--- config.mk ---
export PLATFORM = sky130hd
export DESIGN_NAME = vga_timing_monitor
export DESIGN_NICKNAME = d
export VERILOG_FILES = /design/src/rtl/vga_timing_monitor.sv
export SDC_FILE = /design/constraint.sdc
export NUM_CORES = 1
export LEC_CHECK = 0
export CAP_MARGIN = 20
export CORE_ASPECT_RATIO = 1.25
export CORE_MARGIN = 5
export CORE_UTILIZATION = 58
export CTS_BUF_LIST = sky130_fd_sc_hd__clkbuf_4
export CTS_CLUSTER_DIAMETER = 60
export DETAILED_ROUTE_END_ITERATION = 8
export HOLD_SLACK_MARGIN = 0.06
export PLACE_DENSITY = 0.83
export SLEW_MARGIN = 30
export SYNTH_ARGS = -nofsm -noshare
export SYNTH_HDL_FRONTEND = slang
export SYNTH_SLANG_ARGS = --single-unit
--- constraint.sdc ---
create_clock -name VGA_CLK -period 3.9 [get_ports VGA_CLK]
set_input_delay 0.78 -clock VGA_CLK [delete_from_list [all_inputs] [get_ports VGA_CLK]]
set_output_delay 0.78 -clock VGA_CLK [all_outputs]
set_load 0.005 [all_outputs]
--- src/rtl/vga_timing_monitor.sv ---
// Passive VGA timing monitor: recovers pixel coordinates, checks line/frame timing, locks, and checksums each frame.
// Optional build macro VGA_MON_CRC_EN swaps the additive frame sum for a CRC-16-CCITT over R,G,B bytes.
module vga_timing_monitor #(
    parameter int FRONT_PORCH_H = 40,
    parameter int BACK_PORCH_H  = 88,
    parameter int SYNC_PULSE_H  = 128,
    parameter int VISIBLE_H     = 800,
    parameter int FRONT_PORCH_V = 1,
    parameter int BACK_PORCH_V  = 23,
    parameter int SYNC_PULSE_V  = 4,
    parameter int VISIBLE_V     = 600,
    parameter int SYNC_POL      = 1,
    parameter int LOCK_FRAMES   = 2,
    parameter int CNTR_WIDTH_H  = 11,
    parameter int CNTR_WIDTH_V  = 10
) (
    input  logic                    VGA_CLK,
    input  logic                    RESET,
    input  logic                    VGA_HS,
    input  logic                    VGA_VS,
    input  logic                    VGA_BLANK_N,
    input  logic [7:0]              VGA_R,
    input  logic [7:0]              VGA_G,
    input  logic [7:0]              VGA_B,
    input  logic                    CLEAR_ERR,
    output logic [CNTR_WIDTH_H-1:0] CounterX,
    output logic [CNTR_WIDTH_V-1:0] CounterY,
    output logic                    PixValid,
    output logic [23:0]             PixRGB,
    output logic                    Locked,
    output logic                    FrameDone,
    output logic [23:0]             FrameSum,
    output logic [4:0]              ErrFlags,
    output logic [CNTR_WIDTH_H-1:0] MeasHTotal,
    output logic [CNTR_WIDTH_V-1:0] MeasVTotal
);

    localparam int HW = CNTR_WIDTH_H;
    localparam int VW = CNTR_WIDTH_V;
    localparam logic            POL     = (SYNC_POL != 0);
    localparam logic [HW-1:0]   H_TOTAL = HW'(FRONT_PORCH_H + BACK_PORCH_H + SYNC_PULSE_H + VISIBLE_H);
    localparam logic [HW-1:0]   HSW_C   = HW'(SYNC_PULSE_H);
    localparam logic [HW-1:0]   HVIS_C  = HW'(VISIBLE_H);
    localparam logic [HW-1:0]   H_ONE   = HW'(1);
    localparam logic [VW-1:0]   V_TOTAL = VW'(FRONT_PORCH_V + BACK_PORCH_V + SYNC_PULSE_V + VISIBLE_V);
    localparam logic [VW-1:0]   VSW_C   = VW'(SYNC_PULSE_V);
    localparam logic [VW-1:0]   V_ONE   = VW'(1);
    localparam logic [VW:0]     VVIS_C  = (VW+1)'(VISIBLE_V);
    localparam logic [7:0]      LOCK_C  = 8'(LOCK_FRAMES);

`ifdef VGA_MON_CRC_EN
    localparam logic [23:0] ACC_INIT = 24'h00FFFF;

    function automatic logic [15:0] crc_px(input logic [15:0] c, input logic [23:0] d);
        logic [15:0] r;
        r = c;
        for (int i = 23; i >= 0; i--) begin
            if (r[15] ^ d[i]) r = {r[14:0], 1'b0} ^ 16'h1021;
            else              r = {r[14:0], 1'b0};
        end
        return r;
    endfunction
`else
    localparam logic [23:0] ACC_INIT = 24'h000000;
`endif

    typedef enum logic [1:0] {SEARCH, MEASURE, LOCKED} state_t;
    state_t state, state_n;
    logic [7:0] good_cnt, good_n;

    // stage 1: registered port inputs
    logic        hs_q, vs_q, blank_q, clr_q, hs_on_p, vs_on_p;
    logic [23:0] rgb_q;

    logic [HW-1:0] h_cnt, hs_w, x_cnt, x_pix;
    logic [VW-1:0] y_cnt, v_cnt, vs_w, y_mid, y_pix, v_meas;
    logic [VW:0]   frame_lines;
    logic          h_seen, line_act, la_mid, frame_err, frame_bad;
    logic [23:0]   acc, acc_base, acc_next;
    logic [4:0]    err_now;

    logic hs_on, vs_on, hs_lead, hs_trail, vs_lead, vs_trail, active, chk_en;
    assign hs_on    = (hs_q == POL);
    assign vs_on    = (vs_q == POL);
    assign hs_lead  = hs_on & ~hs_on_p;
    assign hs_trail = ~hs_on & hs_on_p;
    assign vs_lead  = vs_on & ~vs_on_p;
    assign vs_trail = ~vs_on & vs_on_p;
    assign active   = blank_q;
    assign chk_en   = (state != SEARCH);
    assign Locked   = (state == LOCKED);

    always_comb begin
        err_now     = '0;
        x_pix       = hs_lead ? '0 : x_cnt;
        la_mid      = line_act & ~hs_lead;
        y_mid       = y_cnt;
        // a coincident HS lead closes the old line before the frame closes
        if (hs_lead && line_act && y_cnt != '1) y_mid = y_cnt + V_ONE;
        y_pix       = vs_lead ? '0 : y_mid;
        frame_lines = {1'b0, y_mid} + {{VW{1'b0}}, la_mid};
        v_meas      = v_cnt + {{(VW-1){1'b0}}, hs_lead};
        if (chk_en) begin
            if (hs_lead && h_seen) begin
                if (h_cnt != H_TOTAL)                 err_now[0] = 1'b1;
                if (line_act && x_cnt != HVIS_C)      err_now[2] = 1'b1;
            end
            if (hs_trail && h_seen && hs_w != HSW_C)  err_now[1] = 1'b1;
            if (vs_lead) begin
                if (v_meas != V_TOTAL)                err_now[3] = 1'b1;
                if (frame_lines != VVIS_C)            err_now[2] = 1'b1;
            end
            if (vs_trail && vs_w != VSW_C)            err_now[3] = 1'b1;
            if (active && (hs_on || vs_on || x_pix == '1 || y_pix == '1))
                err_now[4] = 1'b1;
        end
        frame_bad = frame_err | (|err_now);
        acc_base  = vs_lead ? ACC_INIT : acc;
        acc_next  = acc_base;
`ifdef VGA_MON_CRC_EN
        if (active) acc_next = {8'h00, crc_px(acc_base[15:0], {rgb_q[7:0], rgb_q[15:8], rgb_q[23:16]})};
`else
        if (active) acc_next = acc_base + rgb_q;
`endif
    end

    always_comb begin
        state_n = state;
        good_n  = good_cnt;
        case (state)
            SEARCH: if (vs_lead) begin
                state_n = MEASURE;
                good_n  = '0;
            end
            MEASURE: if (vs_lead) begin
                if (frame_bad) good_n = '0;
                else begin
                    good_n = good_cnt + 8'd1;
                    if (good_cnt + 8'd1 >= LOCK_C) state_n = LOCKED;
                end
            end
            LOCKED: if (|err_now) begin
                state_n = MEASURE;
                good_n  = '0;
            end
            default: state_n = SEARCH;
        endcase
    end

    always_ff @(posedge VGA_CLK) begin
        if (RESET) begin
            hs_q <= ~POL;  vs_q <= ~POL;  blank_q <= 1'b0;  clr_q <= 1'b0;  rgb_q <= '0;
            hs_on_p <= 1'b0;  vs_on_p <= 1'b0;
            h_cnt <= '0;  hs_w <= '0;  x_cnt <= '0;  h_seen <= 1'b0;  line_act <= 1'b0;
            y_cnt <= '0;  v_cnt <= '0;  vs_w <= '0;  acc <= '0;  frame_err <= 1'b0;
            state <= SEARCH;  good_cnt <= '0;
            CounterX <= '0;  CounterY <= '0;  PixValid <= 1'b0;  PixRGB <= '0;
            FrameDone <= 1'b0;  FrameSum <= '0;  ErrFlags <= '0;
            MeasHTotal <= '0;  MeasVTotal <= '0;
        end else begin
            hs_q    <= VGA_HS;
            vs_q    <= VGA_VS;
            blank_q <= VGA_BLANK_N;
            clr_q   <= CLEAR_ERR;
            rgb_q   <= {VGA_B, VGA_G, VGA_R};
            hs_on_p <= hs_on;
            vs_on_p <= vs_on;

            if (hs_lead)            h_cnt <= H_ONE;
            else if (h_cnt != '1)   h_cnt <= h_cnt + H_ONE;
            if (hs_lead) begin
                h_seen <= 1'b1;
                if (h_seen) MeasHTotal <= h_cnt;
            end
            if (hs_lead)                     hs_w <= H_ONE;
            else if (hs_on && hs_w != '1)    hs_w <= hs_w + H_ONE;

            if (active) x_cnt <= (x_pix == '1) ? x_pix : x_pix + H_ONE;
            else        x_cnt <= x_pix;
            line_act <= (line_act & ~hs_lead & ~vs_lead) | active;
            y_cnt    <= y_pix;

            if (vs_lead)                          v_cnt <= '0;
            else if (hs_lead && v_cnt != '1)      v_cnt <= v_cnt + V_ONE;
            if (vs_lead)                                   vs_w <= hs_lead ? V_ONE : '0;
            else if (vs_on && hs_lead && vs_w != '1)       vs_w <= vs_w + V_ONE;

            acc       <= acc_next;
            frame_err <= vs_lead ? 1'b0 : frame_bad;
            FrameDone <= vs_lead & chk_en;
            if (vs_lead && chk_en) begin
                FrameSum   <= acc;
                MeasVTotal <= v_meas;
            end
            // a fresh error outranks a simultaneous clear
            ErrFlags <= (clr_q ? 5'b0 : ErrFlags) | err_now;

            PixValid <= active;
            if (active) begin
                CounterX <= x_pix;
                CounterY <= y_pix;
                PixRGB   <= rgb_q;
            end

            state    <= state_n;
            good_cnt <= good_n;
        end
    end

endmodule

==> impl_metrics.tcl, run 1 <==
set metrics [dict create \
    port_buffers 127 \
    startpoint_type "register" \
    async_reset_ff_frac 0 \
    setup_tns_ps 0 \
    crit_slowest_cell "or4b_1" \
    cts_tree "yes" \
    regArea_sq_um 4550 \
    p_total_mw 4.74 \
    post-place-ws_ps 224 \
    endpoint_kind "register" \
    synth_area_leaders "dfxtp_1 43%, nand2_1 5.7%, nor2_1 5.4%, a21oi_1 5.2%, ha_1 4.5%" \
    grt.overflow.total 0 \
    layout_setup_ws_ps 91.5 \
    slew_violations 0 \
    hold_path_class "reg -> reg" \
    nets 1437 \
    skew_ps 33.4 \
    core-area_sq_um 18000 \
    drive_gt1_frac 0.0859 \
    clock_latency_ps 670 \
    final_util 0.699 \
    place.gp.congestion 0.916 \
    path_max_fanout 15 \
    cts-root-buf "clkbuf_4" \
    cp_common_cell "ha_1" \
    die_y_um 160 \
    initial_core_util 0.583 \
    drt-total-wl_um 25100 \
    post-route-period-util 0.977 \
    cp-startpoint "y_cnt[0]" \
    io_pins 128 \
    first_pass_iters 5 \
    power_leakage_nw 4.70 \
    hpwl_um 17100 \
    fin_crit_ps 3810 \
    num_vias 9193 \
    ys.flop_type "dfxtp_1" \
    grt_pass1_vias 8990 \
    viasPerCell 5.61 \
    setup_violations 0 \
    cts_sinks 227 \
    antenna_left 0 \
    multi_input_area_sq_um 5550 \
    drt_iter0_drc 509 \
    ys_ff_latch 227 \
    synth_top_cell_area_share 0.434 \
    relSlewSlack 0.361 \
    gr-usage-all-layers 0.238 \
    die-area_sq_um 20900 \
    clk_pin_slew_ps 80 \
    cp.required_ps 4490 \
    syn_inst 1240 \
    cts_buffers 54 \
    p_per_area_nw_per_um2 377 \
    placed_cells 1539 \
    drc 0 \
    cts_htree_levels 2 \
    ys_seq_area_frac 0.434 \
    n_fill_cell 1430 \
    whs_ps 443 \
    crit_chain "ha_1, a31oi_1, mux2_2, ha_1, or4_1, o21ai_1, a32oi_1, or4b_1, buf_4, a211oi_4, a221o_1" \
    ir_drop_uv 302 \
    hold_violations 0 \
    hp-start "acc[1]" \
    hold_buffers 0 \
    r2r-start "y_cnt[0]" \
    max_freq_mhz 263 \
    drv_cap 0 \
    cp.arrival_ps 4400 \
    grt_max_degree 110 \
    fin_area_sq_um 12600 \
    clockBufferDepth 3 \
    worstSetupPathType "reg -> reg" \
    ys_warn_count 0 \
    rows 55 \
    tightest_slew_ps 955 \
    syn_nets 1309 \
    syn_area_per_cell_sq_um 8.45 \
    final_cells 1638 \
    outcome "finished clean" \
    synth_area_sq_um 10500 \
    yosys.area.top_type "dfxtp_1" \
    die_w_um 130 \
    grt_pass1_wl_um 41400 \
    place_area_sq_um 11800 \
    antenna_found_initial 1 \
    yosysUniqueCellTypes 72 \
    syn_to_final_growth_pct 19.9 \
    wl_per_cell_um 15.3 \
    synth_edf_count 0 \
    max_stage_delay_ps 570 \
]
[state kept, by name, indices dropped and copies added (netlist names), 10 cells and up]
name,count
hs_w,11
h_cnt,11
PixRGB,24
x_cnt,11
rgb_q,24
MeasHTotal,11
acc,24
vs_w,10
y_cnt,10
CounterY,10
FrameSum,24
v_cnt,10
MeasVTotal,10
CounterX,11
[where the power goes]
group          internal, mW  switching [mW]  total [mW]
combinational         0.165           0.217       0.382
sequential             2.37          0.0422        2.41
clock                  1.02           0.929        1.95
total                  3.55            1.19        4.74
[synth_stat cells, types with 21 or more instances]
cell type and count:
dfxtp_1 227, nand2_1 159, nor2_1 151, a21oi_1 108
clkbuf_1 47, nand3_1 44, nor2b_1 43, ha_1 38
mux2i_1 34, o21ai_0 31, xnor2_1 31, and2_1 30
xor2_1 29, inv_1 27, nand4_1 24, nor3_1 21
[cells in the final DEF (no fill, tap or decap), types with 3 or more instances in the layout]
cell type | netlist | layout
a31oi_1 | 7 | 7
nor2b_1 | 43 | 43
a21oi_1 | 108 | 108
and3_1 | 7 | 7
nor3b_1 | 3 | 3
nor2_1 | 151 | 150
o2111ai_1 | 5 | 5
nand4_1 | 24 | 24
o21a_1 | 5 | 5
a211oi_1 | 19 | 19
ha_1 | 38 | 38
a221o_1 | 3 | 3
nor3_1 | 21 | 20
or3_1 | 20 | 20
nor4_1 | 10 | 10
a311oi_1 | 3 | 3
nor4b_1 | 5 | 5
and2_1 | 30 | 30
nand3_1 | 44 | 44
mux2_2 | 3 | 3
a22o_1 | 4 | 4
nand2_1 | 159 | 159
buf_4 | 4 | 12
o21ai_0 | 31 | 31
clkdlybuf4s50_1 | 0 | 126
o211ai_1 | 3 | 3
inv_1 | 27 | 27
mux2i_1 | 34 | 34
a21o_1 | 11 | 11
nand4b_1 | 3 | 3
xor2_1 | 29 | 29
nand2b_1 | 9 | 9
clkinv_1 | 0 | 11
xnor2_1 | 31 | 31
o31a_1 | 4 | 4
or2_2 | 5 | 5
or4_1 | 3 | 3
clkbuf_4 | 0 | 81
dfxtp_1 | 227 | 225
[critical path: cells and delay by family, from the launching register on]
kind / cells / cell delay, ps
fa+ha+maj: 2 / 530
compound gates: 5 / 1080
simple gates: 2 / 1100
flops: 1 / 390
mux: 1 / 420
buf+inv: 1 / 220
[what timing repair did]
action | 4_1_cts | 5_1_grt
buffers inserted | 0 | 1
endpoints found under the setup margin | 0 | 6
resized for setup | 0 | 2
[worst paths after layout]
check | slack [ps] | to | depth (start not counted)
hold reg to reg | 440 | FrameSum[1] | 2
setup reg to reg | 90 | good_cnt[3] | 11
setup / recovery | 90 | good_cnt[3] | 11
hold / removal | 440 | FrameSum[1] | 2
[area by class of cell]
| cell class | count | share of cell area |
|---|---|---|
| diodes | 1 | 0.000199 |
| clock buffers | 81 | 0.0484 |
| clock inverters | 16 | 0.00747 |
| inverters | 27 | 0.00807 |
| multi-input cells | 919 | 0.442 |
| flip-flops and latches | 227 | 0.362 |
| well taps | 228 | 0.0227 |
| repair buffers | 139 | 0.109 |
[per-layer routing]
| layer | part of all wire | track usage | vias to the layer above |
|---|---|---|---|
| li1 | - | - | 4592 |
| met5 | 0 | 0 | - |
| met4 | 0.025 | 0.0974 | 0 |
| met1 | 0.40 | 0.274 | 4285 |
| met2 | 0.51 | 0.415 | 264 |
| met3 | 0.061 | 0.0602 | 52 |
[logic make-up after synthesis]
group	after synthesis	share of synthesized area
adder cells (fa/ha/maj)	39	0.0473
buffers and inverters	94	0.0375
AND/OR/NAND/NOR	551	0.255
multiplexers	37	0.0357
XOR/XNOR	60	0.0501
AO/OA/AOI/OAI	232	0.141
flip-flops	227	0.434
Note: power is estimated with default switching activity, not from simulation.
==> run 2: changes to the inputs <==
--- a/config.mk
+++ b/config.mk
@@ -5,6 +5,7 @@
 export SDC_FILE = /design/constraint.sdc
 export NUM_CORES = 1
 export LEC_CHECK = 0
+export ABC_AREA = 1
 export CAP_MARGIN = 20
 export CORE_ASPECT_RATIO = 1.25
 export CORE_MARGIN = 5
@@ -13,7 +14,8 @@
 export CTS_CLUSTER_DIAMETER = 60
 export DETAILED_ROUTE_END_ITERATION = 8
 export HOLD_SLACK_MARGIN = 0.06
-export PLACE_DENSITY = 0.83
+export PLACE_DENSITY = 0.82
+export SKIP_LAST_GASP = 1
 export SLEW_MARGIN = 30
 export SYNTH_ARGS = -nofsm -noshare
 export SYNTH_HDL_FRONTEND = slang
==> run 2 against run 1 <==
Sequential share of layout area decreased by 0.81 points. Clock power decreased by 3%. Core utilization increased by 0.75 points. Hold slack improved by 4.1 ps. Worst setup slack improved by 540 ps. Global-route usage increased by 0.94 points. Design area increased by 2.2%.
==> impl_metrics.tcl, run 2 <==
set metrics [dict create \
    layout.cells.most_common "nand2_1" \
    switchingPower_mw 1.37 \
    drt_iter0_drc 551 \
    synth_area_leaders "dfxtp_1 42%, nand2_1 8.0%, nor2_1 7.7%, inv_1 7.6%, o21ai_0 6.4%" \
    synth_area_sq_um 10700 \
    antenna_left 0 \
    yosysMostFrequentCell "nand2_1" \
    r2r_cells 16 \
    slew_violations 0 \
    grt_pass1_vias 9774 \
    r2r-end "acc[17]" \
    max_stage_delay_ps 360 \
    cts.repair.resized 0 \
    fin_crit_ps 3270 \
    grt.overflow.total 0 \
    skew_ps 19.5 \
    syn_area_per_cell_sq_um 7.16 \
    core-area_sq_um 18200 \
    n_fill_cell 1584 \
    die_y_um 162 \
    synth_top_cell_area_share 0.424 \
    ys.flop_type "dfxtp_1" \
    synth_edf_count 0 \
    whs_endpoint "FrameSum[19]" \
    io_pins 128 \
    syn_inst 1497 \
    seqPwrFrac 0.497 \
    clk_pin_slew_ps 70 \
    die_w_um 132 \
    r2r-start "vs_on" \
    endpoint_kind "register" \
    drive_gt1_frac 0.0850 \
    yosys.area.top_type "dfxtp_1" \
    yosysUniqueCellTypes 48 \
    synth-compound-area-share 0.135 \
    setup_violations 0 \
    first_pass_iters 6 \
    layout_common_cells "229 x nand2_1, 227 x dfxtp_1, 218 x nor2_1" \
    initial_core_util 0.590 \
    max_freq_mhz 306 \
    cts_tree "yes" \
    relSlewSlack 0.522 \
    cp.arrival_ps 3830 \
    outcome "finished clean" \
    final_util 0.707 \
    die-area_sq_um 21300 \
    switching_share 0.274 \
    hp-start "acc[19]" \
    path_max_fanout 12 \
    post-place-ws_ps 657 \
    whs_path_depth 2 \
    antenna_found_initial 1 \
    p_int_mw 3.63 \
    synth_fa_ha_area_frac 0.0462 \
    nets 1710 \
    synth_top_family_by_area "simple AND/OR/NAND/NOR gates" \
    cp.required_ps 4460 \
    rows 55 \
    synth-xor-area-share 0.0343 \
    cts_sinks 227 \
    hold_path_class "reg -> reg" \
    r2r_slack_ps 630 \
    grt_max_degree 77 \
    post-route-period-util 0.838 \
    async_reset_ff_frac 0 \
    combPwrFrac 0.126 \
    power_leakage_nw 5.86 \
    cts_setup_buffers 0 \
    whs_ps 447 \
    worstSetupPathType "reg -> reg" \
    syn_nets 1566 \
    clkPwrFrac 0.377 \
    ys_ff_latch 227 \
    cts_htree_levels 2 \
    drv_cap 0 \
    startpoint_type "register" \
    layout_setup_ws_ps 631 \
    grt_pass1_wl_um 45200 \
    hold_violations 0 \
    hpwl_um 19200 \
    viasPerCell 5.28 \
    placed_cells 1813 \
    place.gp.congestion 0.958 \
    syn_to_final_growth_pct 19.8 \
    synthTopCellsByCount "229 x nand2_1, 227 x dfxtp_1, 219 x nor2_1" \
    synthSimpleGateAreaFrac 0.262 \
    port_buffers 127 \
    hold_buffers 0 \
    num_vias 10100 \
    final_cells 1911 \
    rsz0062_at_grt "false" \
    crit_slowest_cell "o21ai_0" \
    ir_drop_uv 241 \
    drc 0 \
    p_per_area_nw_per_um2 389 \
    gr-usage-all-layers 0.247 \
    ys_warn_count 0 \
    cts_buffers 54 \
    wl_per_cell_um 14.1 \
    synth_mux_area_frac 0 \
    setup_tns_ps 0 \
    ys_seq_area_frac 0.424 \
    tightest_slew_ps 718 \
    crit_chain "inv_1, nor2_2, clkinv_1, nand2_1, inv_1, ha_1, nand3_1, nand2_1, a21boi_0, o21ai_0, a21oi_1, o21ai_0, a21oi_1, xnor2_1, o21ai_0, inv_1" \
    clockBufferDepth 3 \
    clock_latency_ps 670 \
    cts-root-buf "clkbuf_4" \
    drt-total-wl_um 26900 \
]
[run 2: cell type report]
cell class / count / area [sq um] / share of cell area
Clock inverter: 15 / 56.3 / 0.00438
Multi-Input combinational cell: 992 / 5120 / 0.399
Inverter: 228 / 856 / 0.0666
Clock buffer: 82 / 616 / 0.0479
Timing Repair Buffer: 138 / 1360 / 0.106
Sequential cell: 227 / 4540 / 0.354
Tap cell: 228 / 285 / 0.0222
Antenna cell: 1 / 2.50 / 0.000195
[run 2: power groups by stage]
stage / clock network (mW) / registers [mW] / logic (mW)
after global placement: 0 / 2.53 / 0.615
after detailed placement: 0 / 2.53 / 0.628
after global routing: 2.08 / 2.49 / 0.712
final: 1.89 / 2.48 / 0.629
after floorplan: 0 / 2.52 / 0.400
after CTS: 1.94 / 2.48 / 0.633
[run 2: worst max-delay path by stage]
stage / start / to / cells past startpoint
6_report: vs_on / acc[17] / 16
5_1_grt: vs_on / acc[17] / 16
4_1_cts: vs_on / acc[17] / 16
3_5_place_dp: vs_on / acc[17] / 16
3_3_place_gp: hs_on / good_cnt[2] / 21
2_1_floorplan: vs_on / acc[17] / 17
[run 2: cells by family (layout without fill, tap and decap cells)]
kind of cell	count (synthesis)	in the layout
and+or+nand+nor	639	639
buffers and inverters	278	463
AOI/OAI and AO/OA	272	272
DFF	227	227
xor gates and xnor gates	42	42
adders and majority gates	39	39
other	0	1
[run 2: worst max-delay path, delay by kind of cell (launching register included)]
family / cells / cell delay (ps)
AO/OA/AOI/OAI: 6 / 1310
AND/OR/NAND/NOR: 4 / 530
buffers and inverters: 4 / 500
adder cells (fa/ha/maj): 1 / 350
flip-flops: 1 / 330
XOR/XNOR: 1 / 150
[run 2: layer usage]
metal,GRT usage,vias to the layer above,part of all wire
met3,0.0465,63,0.056
met2,0.444,289,0.50
met5,0,-,0
li1,-,5127,-
met1,0.290,4610,0.41
met4,0.101,0,0.032
[run 2: metrics by stage]
step	area, sq um	power (mW)
after floorplan	10700	2.92
after global placement	12200	3.15
after detailed placement	12200	3.16
after CTS	12800	5.06
after global routing	12800	5.28
final	12800	5.00
==> run 3: changes to the inputs <==
==> constraint.sdc (replaced) <==
create_clock -name VGA_CLK -period 3.4 [get_ports VGA_CLK]
set_input_delay 0.68 -clock VGA_CLK [delete_from_list [all_inputs] [get_ports VGA_CLK]]
set_output_delay 0.68 -clock VGA_CLK [all_outputs]
set_load 0.005 [all_outputs]
==> run 3 against run 2 <==
Die area is the same. Non-clock buffer count increased by 9. Via count hardly changed. Combinational power is 17% higher. Routed wire length increased by 1.7%. Sequential share of layout area decreased by 0.13 points. Power is 13% higher. Clock power is 11% higher. Final cell count up 0.42%. Hold slack better by 12 ps. Critical endpoint is now acc[23]. Largest cell class unchanged. Highest routed layer unchanged.
==> impl_metrics.tcl, run 3 (synthesized netlist as in run 2, its figures left out) <==
set metrics [dict create \
    outcome "finished clean" \
    worstSetupPathType "reg -> reg" \
    layout.cells.most_common "nand2_1" \
    rows 55 \
    layout_common_cells "228 x nand2_1, 226 x dfxtp_1, 218 x nor2_1" \
    tightest_slew_ps 642 \
    crit_slowest_cell "ha_1" \
    power_leakage_nw 5.88 \
    final_cells 1919 \
    drc 0 \
    startpoint_type "register" \
    skew_ps 43.1 \
    p_total_mw 5.67 \
    p_per_area_nw_per_um2 440 \
    hpwl_um 19600 \
    gr-usage-all-layers 0.249 \
    place.gp.congestion 0.924 \
    clockBufferDepth 3 \
    ir_drop_uv 326 \
    crit_cells 17 \
    drive_gt1_frac 0.0893 \
    placed_cells 1819 \
    cts_sinks 227 \
    endpoint_kind "register" \
    nets 1720 \
    setup_tns_ps 0 \
    setup_violations 0 \
    cp.required_ps 3960 \
    cp.arrival_ps 3670 \
    cts_tree "yes" \
    critPathTopFamily "compound AO/OA/AOI/OAI gates" \
    post-route-period-util 0.915 \
    whs_ps 459 \
    slew_violations 0 \
    rsz0062_at_grt "false" \
    viasPerCell 5.26 \
    relSlewSlack 0.570 \
    crit_chain "inv_1, nor2_2, clkinvlp_4, buf_4, nand2_1, inv_1, ha_1, a21oi_1, inv_1, a31oi_1, o21bai_1, a21oi_1, o21ai_0, o21ai_0, xor2_1, nand2_1, a21oi_1" \
    hold_buffers 0 \
    fin_crit_ps 3110 \
    grt_pass1_wl_um 45300 \
    initial_core_util 0.590 \
    cts_buffers 55 \
    hold_path_class "reg -> reg" \
    num_vias 10100 \
    hold_violations 0 \
    drt_iter0_drc 536 \
    r2r_slack_ps 290 \
    core-area_sq_um 18200 \
    clk_pin_slew_ps 70 \
    r2r_cells 17 \
    cts_htree_levels 2 \
    max_freq_mhz 322 \
    first_pass_iters 5 \
    antenna_left 0 \
    drv_cap 0 \
    syn_to_final_growth_pct 20.3 \
    grt.overflow.total 0 \
    antenna_found_initial 1 \
    path_max_fanout 12 \
    port_buffers 127 \
    critPathBufInv 5 \
    grt_max_degree 54 \
    whs_path_depth 2 \
    wl_per_cell_um 14.2 \
    die_y_um 162 \
    die_w_um 132 \
    grt_pass1_vias 9723 \
    drt-total-wl_um 27300 \
    die-area_sq_um 21300 \
    cts-root-buf "clkbuf_4" \
    max_stage_delay_ps 350 \
    clock_latency_ps 660 \
    io_pins 128 \
]
==> run 3: cell count changes in the layout (fill, tap and decap cells not counted), moves of 2 or more <==
cell / delta
buf_4: +9
clkbuf_4: -7
clkinv_1: +3
clkinv_2: +2
==> run 3: worst paths after layout <==
check	from	to
max reg2reg	vs_on	acc[23]
max	vs_on	acc[23]
min	acc[19]	FrameSum[19]
min reg2reg	acc[19]	FrameSum[19]
==> run 3: power by group <==
part / internal, mW / switching (mW)
logic: 0.300 / 0.433
registers: 2.77 / 0.0747
clock network: 1.02 / 1.07
total: 4.09 / 1.58
==> run 3: area by class of cell <==
class	count	area, sq um
repair buffers	147	1430
diodes	1	2.50
well taps	228	285
clock buffers	75	563
multi-input cells	992	5130
fillers	1567	5270
inverters	228	860
clock inverters	21	81.3
flip-flops and latches	227	4550
==> run 3: tightest hold or removal path: cells and delay by family, from the launching register on <==
| kind | cells | cell delay (ps) |
|---|---|---|
| buf+inv | 1 | 60 |
| compound gates | 1 | 60 |
| flops | 1 | 300 |
==> run 3: per-stage QoR <==
step           cell area [sq um]   util  setup slack, ps
2_1_floorplan              10700      -              314
3_3_place_gp               12200  0.672              147
3_5_place_dp               12200  0.672              127
4_1_cts                    12900  0.708             73.4
5_1_grt                    12900  0.710             40.5
6_report                   12900  0.710              290
==> run 3: layer usage <==
metal | share of wire | track usage
met1 | 0.42 | 0.290
met2 | 0.51 | 0.459
met3 | 0.052 | 0.0462
met4 | 0.020 | 0.0804
met5 | 0 | 0
==> run 3: timing repair <==
item	4_1_cts	5_1_grt
setup endpoints to repair	0	14
resized for setup	0	5
setup buffers	0	3
